### config.mk
export PLATFORM = sky130hd
export DESIGN_NAME = fetch_unit_flat
export DESIGN_NICKNAME = d
export VERILOG_FILES = /design/src/rtl/mips_pkg.sv /design/src/rtl/fetch_unit_if.sv /design/src/rtl/next_pc_logic.sv /design/src/rtl/fetch_unit.sv /design/src/flat_wrapper.sv
export SDC_FILE = /design/constraint.sdc
export NUM_CORES = 1
export LEC_CHECK = 0
export ABC_AREA = 1
export ABC_CLOCK_PERIOD_IN_PS = 4600
export BUFFER_PORTS_ARGS = -buffer_cell sky130_fd_sc_hd__buf_4
export CAP_MARGIN = 20
export CORE_ASPECT_RATIO = 0.6
export CORE_UTILIZATION = 59
export CTS_CLUSTER_DIAMETER = 100
export DETAILED_ROUTE_END_ITERATION = 6
export PLACE_DENSITY = 0.93
export SETUP_SLACK_MARGIN = 0.3
export SLEW_MARGIN = 20
export SYNTH_ARGS = -nofsm -noshare
export SYNTH_HDL_FRONTEND = slang
export SYNTH_SLANG_ARGS = --single-unit
### constraint.sdc
create_clock -name clk -period 4.6 [get_ports clk]
set_input_delay 0.23 -clock clk [delete_from_list [all_inputs] [get_ports clk]]
set_output_delay 0.23 -clock clk [all_outputs]
set_load 0.005 [all_outputs]
### src/rtl/mips_pkg.sv
// mips_pkg: fetch-stage state encoding, instruction constants and branch-offset helper
package mips_pkg;
   localparam logic [31:0] NOP_INSTR   = 32'h0000_0000;
   localparam logic [31:0] INSTR_BYTES = 32'd4;
   localparam int          JUMP_IDX_W  = 26;
   localparam int          IMM16_W     = 16;

   typedef enum logic [1:0] {RST, REQ, VALID} fetch_state_t;

   // Sign-extended 16-bit immediate scaled to a byte offset
   function automatic logic [31:0] branch_offset(input logic [IMM16_W-1:0] imm);
      return {{(32-IMM16_W-2){imm[IMM16_W-1]}}, imm, 2'b00};
   endfunction
endpackage

### src/rtl/fetch_unit_if.sv
// fetch_unit_if: instruction-memory req/ready bus between the fetch stage and memory
interface fetch_unit_if #(parameter int XLEN = 32);
   logic            req;
   logic [XLEN-1:0] addr;
   logic            ready;
   logic [XLEN-1:0] rdata;
   modport master (output req, addr, input ready, rdata);
   modport slave (input req, addr, output ready, rdata);
endinterface

### src/rtl/next_pc_logic.sv
// next_pc_logic: sequential / branch / jump target selection for the held instruction
module next_pc_logic
   import mips_pkg::*;
#(
   parameter int XLEN = 32
)(
   input  logic [XLEN-1:0]       pc,
   input  logic [JUMP_IDX_W-1:0] instruct,
   input  logic                  branch,
   input  logic                  zero,
   input  logic                  jump,
   output logic [XLEN-1:0]       next_pc,
   output logic [XLEN-1:0]       pc_plus4
);
   assign pc_plus4 = pc + INSTR_BYTES;
   // jump outranks a taken branch; all sums wrap at 32 bits
   assign next_pc = jump             ? {pc_plus4[XLEN-1:XLEN-4], instruct, 2'b00} :
                    (branch && zero) ? pc_plus4 + branch_offset(instruct[IMM16_W-1:0]) :
                                       pc_plus4;
endmodule

### src/rtl/fetch_unit.sv
// fetch_unit: PC register and fetch FSM; optional perf counters via FETCH_PERF_CNT_EN
module fetch_unit
   import mips_pkg::*;
#(
   parameter logic [31:0] PC_RESET = 32'h0000_0000,
   parameter int          XLEN     = 32
)(
   input  logic            clk,
   input  logic            reset,
   fetch_unit_if.master    imem,
   output logic [XLEN-1:0] instruct,
   output logic            instr_valid,
   input  logic            stall,
   input  logic            branch,
   input  logic            zero,
   input  logic            jump,
   output logic [XLEN-1:0] pc,
   output logic [XLEN-1:0] pc_plus4
`ifdef FETCH_PERF_CNT_EN
   ,
   output logic [31:0]     fetch_count,
   output logic [31:0]     stall_cycles
`endif
);
   fetch_state_t    state, state_n;
   logic [XLEN-1:0] next_pc;
   logic            capture, retire;

   next_pc_logic #(.XLEN(XLEN)) u_next_pc (
      .pc       (pc),
      .instruct (instruct[JUMP_IDX_W-1:0]),
      .branch   (branch),
      .zero     (zero),
      .jump     (jump),
      .next_pc  (next_pc),
      .pc_plus4 (pc_plus4)
   );

   assign imem.req    = state == REQ;
   assign imem.addr   = pc;
   assign instr_valid = state == VALID;

   // Next state: capture on ready in REQ, retire on !stall in VALID
   always_comb begin
      capture = 1'b0;
      retire  = 1'b0;
      state_n = state;
      case (state)
         RST: state_n = REQ;
         REQ: begin
            capture = imem.ready;
            state_n = imem.ready ? VALID : REQ;
         end
         VALID: begin
            retire  = !stall;
            state_n = stall ? VALID : REQ;
         end
         default: state_n = RST;
      endcase
   end

   // State, captured instruction and PC; PC only moves when an instruction retires
   always_ff @(posedge clk or posedge reset) begin
      if (reset) begin
         state    <= RST;
         pc       <= PC_RESET;
         instruct <= NOP_INSTR;
      end else begin
         state <= state_n;
         if (capture) instruct <= imem.rdata;
         if (retire) pc <= next_pc;
      end
   end

`ifdef FETCH_PERF_CNT_EN
   // Retired instructions and cycles lost to memory wait or downstream stall
   always_ff @(posedge clk or posedge reset) begin
      if (reset) begin
         fetch_count  <= '0;
         stall_cycles <= '0;
      end else begin
         if (retire) fetch_count <= fetch_count + 32'd1;
         if ((state == REQ && !imem.ready) || (state == VALID && stall))
            stall_cycles <= stall_cycles + 32'd1;
      end
   end
`endif
endmodule

### src/flat_wrapper.sv
// flat-port wrapper written by rule: the top's interface ports become plain ports
module fetch_unit_flat import mips_pkg::*;
#(
   parameter logic [31:0] PC_RESET = 32'h0000_0000,
   parameter int          XLEN     = 32
)
  (clk, reset, instruct, instr_valid, stall, branch, zero, jump, pc, pc_plus4, imem_req, imem_addr, imem_ready, imem_rdata);
  fetch_unit_if #(.XLEN(XLEN)) imem_i ();
  input  logic clk;
  input  logic reset;
  output logic [XLEN-1:0] instruct;
  output logic instr_valid;
  input  logic stall;
  input  logic branch;
  input  logic zero;
  input  logic jump;
  output logic [XLEN-1:0] pc;
  output logic [XLEN-1:0] pc_plus4;
  output wire logic [$bits(imem_i.req)-1:0] imem_req;
  output wire logic [$bits(imem_i.addr)-1:0] imem_addr;
  input wire logic [$bits(imem_i.ready)-1:0] imem_ready;
  input wire logic [$bits(imem_i.rdata)-1:0] imem_rdata;
  assign imem_req = imem_i.req;
  assign imem_addr = imem_i.addr;
  assign imem_i.ready = imem_ready;
  assign imem_i.rdata = imem_rdata;
  fetch_unit #(.PC_RESET(PC_RESET), .XLEN(XLEN)) u_core (.clk(clk), .reset(reset), .imem(imem_i), .instruct(instruct), .instr_valid(instr_valid), .stall(stall), .branch(branch), .zero(zero), .jump(jump), .pc(pc), .pc_plus4(pc_plus4));
endmodule
==> impl_metrics.env, run 1 <==
export IMPL_worstPathMaxFanout=6
export IMPL_worst_hold_path_type="in -> reg"
export IMPL_combPwrFrac_pct=70.0
export IMPL_skew_ns=0.00775
export IMPL_insertedDiodeCount=0
export IMPL_first_pass_iters=7
export IMPL_startpoint_type="register"
export IMPL_std_cell_rows=29
export IMPL_clkPwrFrac_pct=11.4
export IMPL_cp_end_kind="register"
export IMPL_synth_seq_area_share_pct=24.4
export IMPL_route_final_wire_length_mm=22.2
export IMPL_dominantRegCellSynth="sky130_fd_sc_hd__dfrtp_1"
export IMPL_r2r_worst_path_cells=19
export IMPL_power_density_cell_area_nw_per_um2=854
export IMPL_power_internal_mw=3.24
export IMPL_rr_startpoint="u_core.imem.addr[2]"
export IMPL_post_route_cells_drive_above_1_share_pct=20.8
export IMPL_hpwlAfterDp_mm=17.4
export IMPL_power_switching_share_pct=52.6
export IMPL_cts_root_to_sink_buffers=2
export IMPL_floorplan_die_width_um=138
export IMPL_globalRouteTotalUtil_pct=39.1
export IMPL_switching_power_total_mw=3.59
export IMPL_first_global_vias=6746
export IMPL_final_setup_tns_ns=0
export IMPL_synth_area_leader_cell="sky130_fd_sc_hd__dfrtp_1"
export IMPL_yosysTopAreaCellShare_pct=24.4
export IMPL_grt_setup_unrepaired="false"
export IMPL_worstPathArrival_ns=3.83
export IMPL_port_buffer_count=162
export IMPL_clock_tree_htree_level_count=3
export IMPL_design_portCount=169
export IMPL_multi_input_comb_area_um2=3980
export IMPL_setup_worst_path_class="reg -> reg"
export IMPL_cp_slowest_cell="sky130_fd_sc_hd__dfrtp_1"
export IMPL_total_number_of_vias=7497
export IMPL_synth_warnings=0
export IMPL_report_power_total_mw=6.84
export IMPL_synth_async_sr_flop_share_pct=100
export IMPL_final_min_period_over_clock_period_pct=78.0
export IMPL_clk_root_buffer_cell="sky130_fd_sc_hd__clkbuf_16"
export IMPL_worst_slew_pin_transition_ns=0.981
export IMPL_cts_hold_buffers_added=0
export IMPL_timing_critical_path_max_delay_family="simple AND/OR/NAND/NOR gates"
export IMPL_tritoncts="done"
export IMPL_crit_path_end="u_core.imem.addr[14]"
export IMPL_area_growth_syn_to_layout_pct=22.0
export IMPL_finalInstanceArea_um2=8010
export IMPL_critPathRequiredTime_ns=4.84
export IMPL_cts_buffer_count=9
export IMPL_ir_worst_vdd_mv=0.596
export IMPL_netlist_top_cells_area="sky130_fd_sc_hd__dfrtp_1 24%, sky130_fd_sc_hd__nand2_1 22%, sky130_fd_sc_hd__inv_1 9.7%"
export IMPL_ff2ff_setup_slack_ns=1.01
export IMPL_placement_cell_area_um2=7680
export IMPL_postSynthAreaPerCell_um2=6.14
export IMPL_finalWorstPathRequiredPeriod_ns=3.59
export IMPL_worst_path_buf_inv=2
export IMPL_route_detailed_vias_per_inst=5.58
export IMPL_pin_count_of_the_biggest_net_entering_global_routing=65
export IMPL_placed_insts=1327
export IMPL_floorplan_initialDensity_pct=61.3
export IMPL_routabilityCongestion=1.06
export IMPL_netlist_area_um2=6560
export IMPL_seqPwrFrac_pct=18.6
export IMPL_ant_nets=0
export IMPL_max_slew_margin_pct=34.6
export IMPL_grt_remaining_overflow=0
export IMPL_top_cell_by_count_worst_path="sky130_fd_sc_hd__nand2_1"
export IMPL_max_freq_ghz=0.279
export IMPL_cts_repair_resize_count=0
export IMPL_die_area_um2=11600
export IMPL_sequence_of_cells_on_the_critical_path="ha_1 > nand2_1 > nor2_2 > nand2_1 > nor2_2 > nand3_1 > nand2_1 > inv_1 > ha_1 > nand2_1 > inv_1 > nand2_1 > nand2_1 > nand3b_1 > or2_2 > nand3_1 > nand3_1 > nand2_1 > nand2_1"
export IMPL_max_cap_violations=0
export IMPL_status="complete, but fails checks"
export IMPL_sequential_cell_area_um2=1600
export IMPL_routed_wire_length_per_instance_um=16.5
export IMPL_clock_transition_at_path_regs_ns=0.06
export IMPL_clock_sinks=64
export IMPL_post_cts_setup_buffers=0
export IMPL_violated_checks="design-rule violations"
export IMPL_detail_route_iter0_violations=820
export IMPL_setup_violations=0
export IMPL_stdcell_count=1343
export IMPL_first_pass_grt_wire_length_mm=35.0
export IMPL_ys_ff_latch=64
export IMPL_clock_latency_ns=0.35
export IMPL_floorplan_die_height_um=83.7
export IMPL_timing_rr_end="u_core.imem.addr[14]"
export IMPL_core_um2=10700
export IMPL_synthesized_netlist_cell_count=1069
export IMPL_n_fill_cell=876
export IMPL_final_max_slew_violation_count=0
export IMPL_timing_critical_path_slowest_cell_delay_ns=0.46
export IMPL_post_synth_num_cell_types=42
export IMPL_grt_antenna_before_repair=0
export IMPL_power_leakage_nw=4.60
export IMPL_fin_nets=1275
export IMPL_cp_depth=19
export IMPL_route_detailed_drc=20
export IMPL_count_of_flip_flops_with_a_built_in_enable_after_synthesis=0
export IMPL_worst_setup_path_startpoint="u_core.imem.addr[2]"
export IMPL_final_hold_violation_count=0
cell usage after synthesis, drive strengths merged, types with 6 or more instances:
cell type	count
nand3	73
mux2	25
clkbuf	17
xor2	10
buf	38
a21oi	39
nor2	107
nand2	400
dfrtp	64
o21ai	27
nor3	9
nand4	8
inv	174
nand3b	8
xnor2	6
ha	36
worst register-to-register path: stages (launching register included):
cell	delay [ns]
sky130_fd_sc_hd__dfrtp_1	0.46
sky130_fd_sc_hd__ha_1	0.21
sky130_fd_sc_hd__nand2_1	0.10
sky130_fd_sc_hd__nor2_2	0.20
sky130_fd_sc_hd__nand2_1	0.23
sky130_fd_sc_hd__nor2_2	0.21
sky130_fd_sc_hd__nand3_1	0.11
sky130_fd_sc_hd__nand2_1	0.11
sky130_fd_sc_hd__inv_1	0.08
sky130_fd_sc_hd__ha_1	0.35
sky130_fd_sc_hd__nand2_1	0.16
sky130_fd_sc_hd__inv_1	0.05
sky130_fd_sc_hd__nand2_1	0.06
sky130_fd_sc_hd__nand2_1	0.13
sky130_fd_sc_hd__nand3b_1	0.36
sky130_fd_sc_hd__or2_2	0.35
sky130_fd_sc_hd__nand3_1	0.12
sky130_fd_sc_hd__nand3_1	0.08
sky130_fd_sc_hd__nand2_1	0.06
sky130_fd_sc_hd__nand2_1	0.05
through the flow:
stage	worst slack, ns	util [%]	hold WS, ns
CTS	1.13	74.8	0.110
global placement	1.27	71.7	0.462
global route	0.798	74.8	0.113
detailed placement	1.15	71.7	0.467
finish	1.01	74.8	0.112
floorplan	1.89	-	0.340
per-layer routing:
metal  GRT usage (%)  vias up  wire, um
met2            59.0      531      9150
met4            15.9        0       809
met1            52.8     3354      9300
li1                -     3533         -
met5               0        -         0
met3            11.1       79      2950
power groups by stage:
stage	clock, mW	sequential (mW)	combinational (mW)
6_report	0.778	1.27	4.79
5_1_grt	0.798	1.30	5.27
4_1_cts	0.775	1.25	4.68
3_5_place_dp	0	1.25	4.63
3_3_place_gp	0	1.23	4.58
2_1_floorplan	0	1.16	3.08
registers in the layout, summed over array words and instances (netlist names):
register	count
u_core.state	2
u_core.imem.addr	30
u_core.instruct	32
cells by family (layout without fill, tap and decap cells):
group,after synthesis,after routing,share of synthesized area [%]
multiplexers,25,25,4.29
buffers and inverters,231,361,15.3
AND/OR/NAND/NOR,615,615,39.8
other,1,6,0.0571
AO/OA/AOI/OAI,80,80,6.60
flip-flops,64,64,24.4
adder cells (fa/ha/maj),37,37,7.17
XOR/XNOR,16,16,2.36
cells in the final DEF, fill, tap and decap left out, drive strengths merged:
cell | netlist | layout
o22ai | 3 | 3
nor3b | 2 | 2
mux2 | 25 | 25
xnor2 | 6 | 6
conb | 1 | 6
o221ai | 1 | 1
a21boi | 1 | 1
nand3 | 73 | 73
xor2 | 10 | 10
nand4 | 8 | 8
dfrtp | 64 | 64
a21o | 2 | 2
a21oi | 39 | 39
o21bai | 3 | 3
clkinv | 2 | 4
buf | 38 | 169
o211ai | 1 | 1
nor2 | 107 | 107
inv | 174 | 176
fa | 1 | 1
clkinvlp | 0 | 1
clkbuf | 17 | 9
and2 | 4 | 4
bufinv | 0 | 2
o21ai | 27 | 27
nand2 | 400 | 400
ha | 36 | 36
nor3 | 9 | 9
nand3b | 8 | 8
a22oi | 3 | 3
or2 | 4 | 4
final cells by class:
type / instances / area share, %
Clock inverter: 7 / 1.28
Multi-Input combinational cell: 779 / 49.6
Timing Repair Buffer: 169 / 15.8
Inverter: 176 / 8.25
Clock buffer: 9 / 2.81
Tap cell: 139 / 2.17
Sequential cell: 64 / 20.0
worst min path at each step:
stage / start / to / cells past startpoint
2_1_floorplan: stall / u_core.state[1] / 2
3_5_place_dp: imem_rdata[18] / u_core.instruct[18] / 2
6_report: imem_rdata[8] / u_core.instruct[8] / 2
5_1_grt: imem_rdata[4] / u_core.instruct[4] / 2
4_1_cts: imem_rdata[3] / u_core.instruct[3] / 2
3_3_place_gp: imem_rdata[27] / u_core.instruct[27] / 2
Note: power is estimated with default switching activity, not from simulation.
==> run 2: changes to the inputs <==
- ABC_CLOCK_PERIOD_IN_PS: 4600 -> 3300
- CORE_UTILIZATION: 59 -> 50
- PLACE_DENSITY: 0.93 -> 0.84
- clock period: 4.6 -> 3.3 ns (I/O delays scaled with it)
==> run 2 against run 1 <==
- critical path type unchanged
- the run now ends clean
- flip-flop and latch count did not move
- combinational power grew 58%
- total power rose by 53%
- largest cell class unchanged
- via count up 2.0%
- critical path depth is the same
- hold slack lost 0.068 ns
==> impl_metrics.env, run 2 (synthesized netlist as in run 1, its figures left out) <==
export IMPL_rr_startpoint="u_core.imem.addr[7]"
export IMPL_worst_hold_path_type="in -> reg"
export IMPL_switching_power_total_mw=5.33
export IMPL_first_pass_iters=5
export IMPL_top_cell_by_count_worst_path="sky130_fd_sc_hd__nand2_1"
export IMPL_insertedDiodeCount=0
export IMPL_status="finished, final reports clean"
export IMPL_design_portCount=169
export IMPL_power_density_cell_area_nw_per_um2=1200
export IMPL_routabilityCongestion=1.02
export IMPL_final_common_cell="sky130_fd_sc_hd__nand2_1"
export IMPL_port_buffer_count=162
export IMPL_tritoncts="done"
export IMPL_skew_ns=0.00841
export IMPL_power_internal_mw=5.12
export IMPL_setup_worst_path_class="reg -> reg"
export IMPL_globalRouteMet3Util_pct=7.12
export IMPL_ant_nets=0
export IMPL_timing_critical_path_slowest_cell_delay_ns=0.37
export IMPL_met1_demand_to_capacity_share_in_global_routing_pct=48.6
export IMPL_worstPathMaxFanout=6
export IMPL_max_cap_violations=0
export IMPL_clock_tree_htree_level_count=3
export IMPL_grt_setup_unrepaired="true"
export IMPL_whs_endpoint="u_core.state[1]"
export IMPL_combPwrFrac_pct=72.2
export IMPL_sequence_of_cells_on_the_critical_path="inv_1 > nor3_4 > nand3_4 > nor2_2 > nand2_1 > and2_2 > ha_4 > nand2_1 > buf_4 > nor2_2 > nand2_1 > nor2_1 > nand2_1 > nand3_1 > nand2_1 > nand3_1 > nand2_1 > nand2_1 > nand2_1"
export IMPL_route_final_wire_length_mm=23.7
export IMPL_cp_slowest_cell="sky130_fd_sc_hd__dfrtp_1"
export IMPL_ir_worst_vdd_mv=0.796
export IMPL_floorplan_die_height_um=90.7
export IMPL_seqPwrFrac_pct=16.5
export IMPL_setup_violations=0
export IMPL_fin_nets=1312
export IMPL_cp_end_kind="register"
export IMPL_holdCritStartpoint="stall"
export IMPL_globalRouteTotalUtil_pct=34.0
export IMPL_clk_root_buffer_cell="sky130_fd_sc_hd__clkbuf_16"
export IMPL_sequential_cell_area_um2=1620
export IMPL_multi_input_comb_area_um2=4340
export IMPL_area_growth_syn_to_layout_pct=33.0
export IMPL_post_route_cells_drive_above_1_share_pct=29.9
export IMPL_routed_wire_length_per_instance_um=16.9
export IMPL_clock_sinks=64
export IMPL_largest_register_ff_count=32
export IMPL_total_number_of_vias=7648
export IMPL_max_slew_margin_pct=29.2
export IMPL_power_switching_share_pct=51.0
export IMPL_clock_transition_at_path_regs_ns=0.06
export IMPL_startpoint_type="register"
export IMPL_detail_route_iter0_violations=798
export IMPL_hpwlAfterDp_mm=17.6
export IMPL_critPathRequiredTime_ns=3.53
export IMPL_pin_count_of_the_biggest_net_entering_global_routing=65
export IMPL_clkPwrFrac_pct=11.3
export IMPL_final_hold_violation_count=0
export IMPL_timing_hold_ws_ns=0.0444
export IMPL_floorplan_die_width_um=150
export IMPL_core_um2=12400
export IMPL_global_route_peak_usage_layer="met2"
export IMPL_final_cell_mix="369 x sky130_fd_sc_hd__nand2_1, 206 x sky130_fd_sc_hd__buf_4, 167 x sky130_fd_sc_hd__inv_1, 70 x sky130_fd_sc_hd__nor2_1, 69 x sky130_fd_sc_hd__nand3_1"
export IMPL_worstPathArrival_ns=3.26
export IMPL_final_min_period_over_clock_period_pct=91.8
export IMPL_route_detailed_drc=0
export IMPL_r2r_worst_path_cells=19
export IMPL_max_freq_ghz=0.330
export IMPL_power_leakage_nw=4.86
export IMPL_grt_antenna_before_repair=0
export IMPL_ff2ff_setup_slack_ns=0.27
export IMPL_top_register_by_number_of_flip_flops="u_core.instruct"
export IMPL_final_max_slew_violation_count=0
export IMPL_timing_rr_end="u_core.imem.addr[25]"
export IMPL_cts_buffer_count=9
export IMPL_first_global_vias=6653
export IMPL_die_area_um2=13600
export IMPL_finalWorstPathRequiredPeriod_ns=3.03
export IMPL_route_detailed_vias_per_inst=5.44
export IMPL_holdPathStages=3
export IMPL_final_setup_tns_ns=0
export IMPL_first_pass_grt_wire_length_mm=35.3
export IMPL_worst_slew_pin_transition_ns=1.06
export IMPL_n_fill_cell=1047
export IMPL_std_cell_rows=31
export IMPL_clock_latency_ns=0.34
export IMPL_grt_remaining_overflow=0
export IMPL_floorplan_initialDensity_pct=52.9
export IMPL_globalRouteMet2Util_pct=51.9
export IMPL_cts_root_to_sink_buffers=2
==> run 2: changes by cell type in the layout (fill, tap and decap cells not counted), sizes merged <==
| cell | change |
|---|---|
| inv | +1 |
| bufinv | +1 |
| clkinv | -1 |
| clkinvlp | -1 |
| buf | +37 |
==> run 2: worst max-delay path by stage <==
stage                    startpoint                    to
4_1_cts        u_core.imem.addr[10]  u_core.imem.addr[31]
3_3_place_gp    u_core.imem.addr[7]  u_core.imem.addr[14]
5_1_grt         u_core.imem.addr[9]  u_core.imem.addr[25]
3_5_place_dp    u_core.imem.addr[2]  u_core.imem.addr[14]
6_report        u_core.imem.addr[7]  u_core.imem.addr[25]
2_1_floorplan   u_core.imem.addr[3]  u_core.imem.addr[14]
==> run 2: metal layers <==
layer / routed length, um / share of wire [%]
met1: 10100 / 43
met2: 10300 / 44
met3: 2660 / 11
met4: 588 / 2.5
met5: 0 / 0
==> run 2: power groups by stage <==
stage	Combinational [mW]	Sequential (mW)	Clock [mW]
finish	7.55	1.72	1.18
global route	8.28	1.77	1.20
CTS	6.85	1.68	1.17
detailed placement	6.59	1.69	0
global placement	6.51	1.68	0
floorplan	4.29	1.61	0
==> run 2: what timing repair did <==
item | in CTS | in global routing
hold buffers | 0 | 0
gates resized for setup | 18 | 83
setup buffers | 8 | 16
endpoints found under the setup margin | 19 | 24
pin swaps | 2 | 8
gates cloned | 0 | 0
==> run 2: layout make-up <==
type / count / share of cell area (%)
clock buffer: 9 / 2.58
clock inverter: 7 / 1.43
inverter: 176 / 7.60
multi-input combinational: 779 / 49.7
sequential: 64 / 18.6
tap: 165 / 2.37
timing repair buffer: 206 / 17.7
==> run 2: through the flow <==
stage               setup slack, ns  power [mW]  std cells  utilization, %  area, um2
global placement             0.0717        8.19       1366            62.9       7810
CTS                           0.297        9.70       1390            66.8       8290
floorplan                     0.592        5.90       1074               -       6580
global route                  0.136        11.2       1406            70.3       8730
finish                        0.272        10.5       1406            70.3       8730
detailed placement        0.0000240        8.28       1366            62.9       7810
==> run 2: worst max-delay path, delay by kind of cell, from the launching register on <==
family                   cells  cell delay (ns)
flip-flops                   1             0.37
adder cells (fa/ha/maj)      1             0.30
AND/OR/NAND/NOR             16             1.89
buffers and inverters        2             0.36
==> run 3: changes to the inputs <==
- GPL_TIMING_DRIVEN: unset -> 0
- PLACE_DENSITY: 0.84 -> unset
- PLACE_DENSITY_LB_ADDON: unset -> 0.1
==> run 3 against run 2 <==
- sequential power up 6%
- design area up 7.2%
- cell count up 4.0%
- combinational power up 8.7%
- fmax up 2.0%
- clock power about the same
- core utilization up 5.1 points
- global-route usage up 0.45 points
- via count up 1.5%
- critical path type unchanged
- critical endpoint is now u_core.imem.addr[28]
- largest power group unchanged
- highest routed layer unchanged
==> impl_metrics.env, run 3 (synthesized netlist as in run 1, its figures left out) <==
export IMPL_r2r_worst_path_cells=17
export IMPL_clock_latency_ns=0.34
export IMPL_routabilityCongestion=0.960
export IMPL_timing_critical_path_max_delay_family="simple AND/OR/NAND/NOR gates"
export IMPL_final_common_cell="sky130_fd_sc_hd__nand2_1"
export IMPL_timing_rr_end="u_core.imem.addr[28]"
export IMPL_grt_remaining_overflow=0
export IMPL_status="finished, final reports clean"
export IMPL_final_min_period_over_clock_period_pct=90.0
export IMPL_cp_slowest_cell="sky130_fd_sc_hd__xor2_1"
export IMPL_top_register_by_number_of_flip_flops="u_core.instruct"
export IMPL_globalRouteTotalUtil_pct=34.4
export IMPL_tritoncts="done"
export IMPL_ir_worst_vdd_mv=0.599
export IMPL_first_global_vias=6708
export IMPL_setup_worst_path_class="reg -> reg"
export IMPL_top_cell_by_count_worst_path="sky130_fd_sc_hd__nand2_1"
export IMPL_worstPathMaxFanout=5
export IMPL_final_setup_worst_slack_ns=0.331
export IMPL_worst_slew_pin_transition_ns=0.827
export IMPL_worst_path_buf_inv=2
export IMPL_cts_buffer_count=9
export IMPL_startpoint_type="register"
export IMPL_power_leakage_nw=5.11
export IMPL_final_cell_mix="351 x sky130_fd_sc_hd__nand2_1, 239 x sky130_fd_sc_hd__buf_4, 160 x sky130_fd_sc_hd__inv_1, 75 x sky130_fd_sc_hd__nor2_1, 63 x sky130_fd_sc_hd__nand3_1"
export IMPL_final_hold_violation_count=0
export IMPL_n_fill_cell=1011
export IMPL_report_power_total_mw=11.2
export IMPL_hpwlAfterDp_mm=18.4
export IMPL_first_pass_iters=5
export IMPL_sequence_of_cells_on_the_critical_path="nand2_1 > inv_1 > nand2_2 > xor2_1 > ha_1 > nand2_1 > inv_1 > a21oi_1 > nand2_1 > nand2_1 > nand2_1 > nand2_1 > nand3_1 > nand2_1 > nand3_1 > nand2_1 > nand2_1"
export IMPL_grt_setup_unrepaired="true"
export IMPL_placed_insts=1401
export IMPL_worst_hold_path_type="in -> reg"
export IMPL_worst_setup_path_startpoint="u_core.imem.addr[5]"
export IMPL_power_density_cell_area_nw_per_um2=1200
export IMPL_insertedDiodeCount=0
export IMPL_final_max_slew_violation_count=0
export IMPL_stdcell_count=1462
export IMPL_routed_wire_length_per_instance_um=16.6
export IMPL_first_pass_grt_wire_length_mm=35.8
export IMPL_crit_path_end="u_core.imem.addr[28]"
export IMPL_cp_end_kind="register"
export IMPL_max_slew_margin_pct=44.9
export IMPL_final_core_util_pct=75.4
export IMPL_std_cell_rows=31
export IMPL_route_detailed_vias_per_inst=5.31
export IMPL_finalInstanceArea_um2=9360
export IMPL_total_number_of_vias=7766
export IMPL_clk_root_buffer_cell="sky130_fd_sc_hd__clkbuf_16"
export IMPL_pin_count_of_the_biggest_net_entering_global_routing=44
export IMPL_post_route_cells_drive_above_1_share_pct=34.5
export IMPL_timing_critical_path_slowest_cell_delay_ns=0.42
export IMPL_cp_depth=17
export IMPL_port_buffer_count=161
export IMPL_route_detailed_drc=0
export IMPL_sequential_cell_area_um2=1630
export IMPL_floorplan_initialDensity_pct=52.9
export IMPL_dp_worst_setup_slack_ns=-0.0360
export IMPL_floorplan_die_width_um=150
export IMPL_placement_cell_area_um2=8030
export IMPL_ant_nets=0
export IMPL_die_area_um2=13600
export IMPL_rr_startpoint="u_core.imem.addr[5]"
export IMPL_ff2ff_setup_slack_ns=0.33
export IMPL_critPathRequiredTime_ns=3.53
export IMPL_route_final_wire_length_mm=24.2
export IMPL_cts_root_to_sink_buffers=2
export IMPL_max_freq_ghz=0.337
export IMPL_floorplan_die_height_um=90.7
export IMPL_skew_ns=0.00749
export IMPL_largest_register_ff_count=32
export IMPL_design_portCount=169
export IMPL_max_cap_violations=0
export IMPL_detail_route_iter0_violations=830
export IMPL_clock_tree_htree_level_count=3
export IMPL_fin_nets=1368
export IMPL_core_um2=12400
export IMPL_area_growth_syn_to_layout_pct=42.6
export IMPL_setup_violations=0
export IMPL_multi_input_comb_area_um2=4580
export IMPL_grt_antenna_before_repair=0
export IMPL_finalWorstPathRequiredPeriod_ns=2.97
export IMPL_worstPathArrival_ns=3.20
export IMPL_clock_sinks=64
export IMPL_clock_transition_at_path_regs_ns=0.06
[run 3: cell types whose count changed in the layout (fill, tap and decap cells not counted), moves of 7 or more]
cell,change
sky130_fd_sc_hd__ha_4,+8
sky130_fd_sc_hd__clkbuf_1,+17
sky130_fd_sc_hd__nand2_2,+12
sky130_fd_sc_hd__nand2_1,-18
sky130_fd_sc_hd__nor2_2,-9
sky130_fd_sc_hd__buf_4,+33
sky130_fd_sc_hd__inv_1,-7
[run 3: worst min-delay path by stage]
stage                     slack, ns  depth (start not counted)           start             endpoint
after floorplan                0.27                          2           stall      u_core.state[1]
after global placement         0.38                          3           stall      u_core.state[1]
after detailed placement       0.15                          2           reset  u_core.instruct[31]
after CTS                      0.05                          3           stall      u_core.state[1]
after global routing           0.06                          2  imem_rdata[28]  u_core.instruct[28]
final                          0.05                          3           stall      u_core.state[1]
[run 3: worst min-delay path, cell delays in order]
cell                      delay [ns]
sky130_fd_sc_hd__buf_4          0.09
sky130_fd_sc_hd__nand2_1        0.05
sky130_fd_sc_hd__nand2_1        0.05
[run 3: layout make-up]
class | instances | share of cell area, %
multi-input cells | 779 | 49.0
flip-flops and latches | 64 | 17.4
repair buffers | 207 | 16.9
plain buffers | 55 | 3.68
well taps | 165 | 2.21
clock buffers | 9 | 2.41
inverters | 176 | 7.11
clock inverters | 7 | 1.34
[run 3: routing by layer]
layer / vias up / share of wire [%] / GRT usage [%]
li1: 3715 / - / -
met1: 3509 / 45 / 52.4
met2: 479 / 42 / 49.5
met3: 63 / 11 / 6.06
met4: 0 / 2.7 / 7.91
met5: - / 0 / 0
[run 3: through the flow]
| stage | setup TNS [ns] | hold WS [ns] |
|---|---|---|
| global route | 0 | 0.0588 |
| detailed placement | -0.0898 | 0.151 |
| floorplan | 0 | 0.275 |
| global placement | -0.0995 | 0.381 |
| finish | 0 | 0.0456 |
| CTS | 0 | 0.0509 |
[run 3: repair_timing]
| item | 4_1_cts | 5_1_grt |
|---|---|---|
| pin swaps | 3 | 31 |
| endpoints found under the hold margin | 21 | 0 |
| gates resized for setup | 38 | 123 |
| setup buffers | 9 | 35 |
| gates cloned | 0 | 0 |
| setup endpoints to repair | 22 | 23 |
| hold buffers | 1 | 0 |
[run 3: power by group]
group | internal, mW | switching [mW] | total [mW] | leakage, nW
registers | 1.19 | 0.628 | 1.82 | 0.736
clock network | 0.748 | 0.411 | 1.16 | 0.171
logic | 3.65 | 4.56 | 8.21 | 4.20
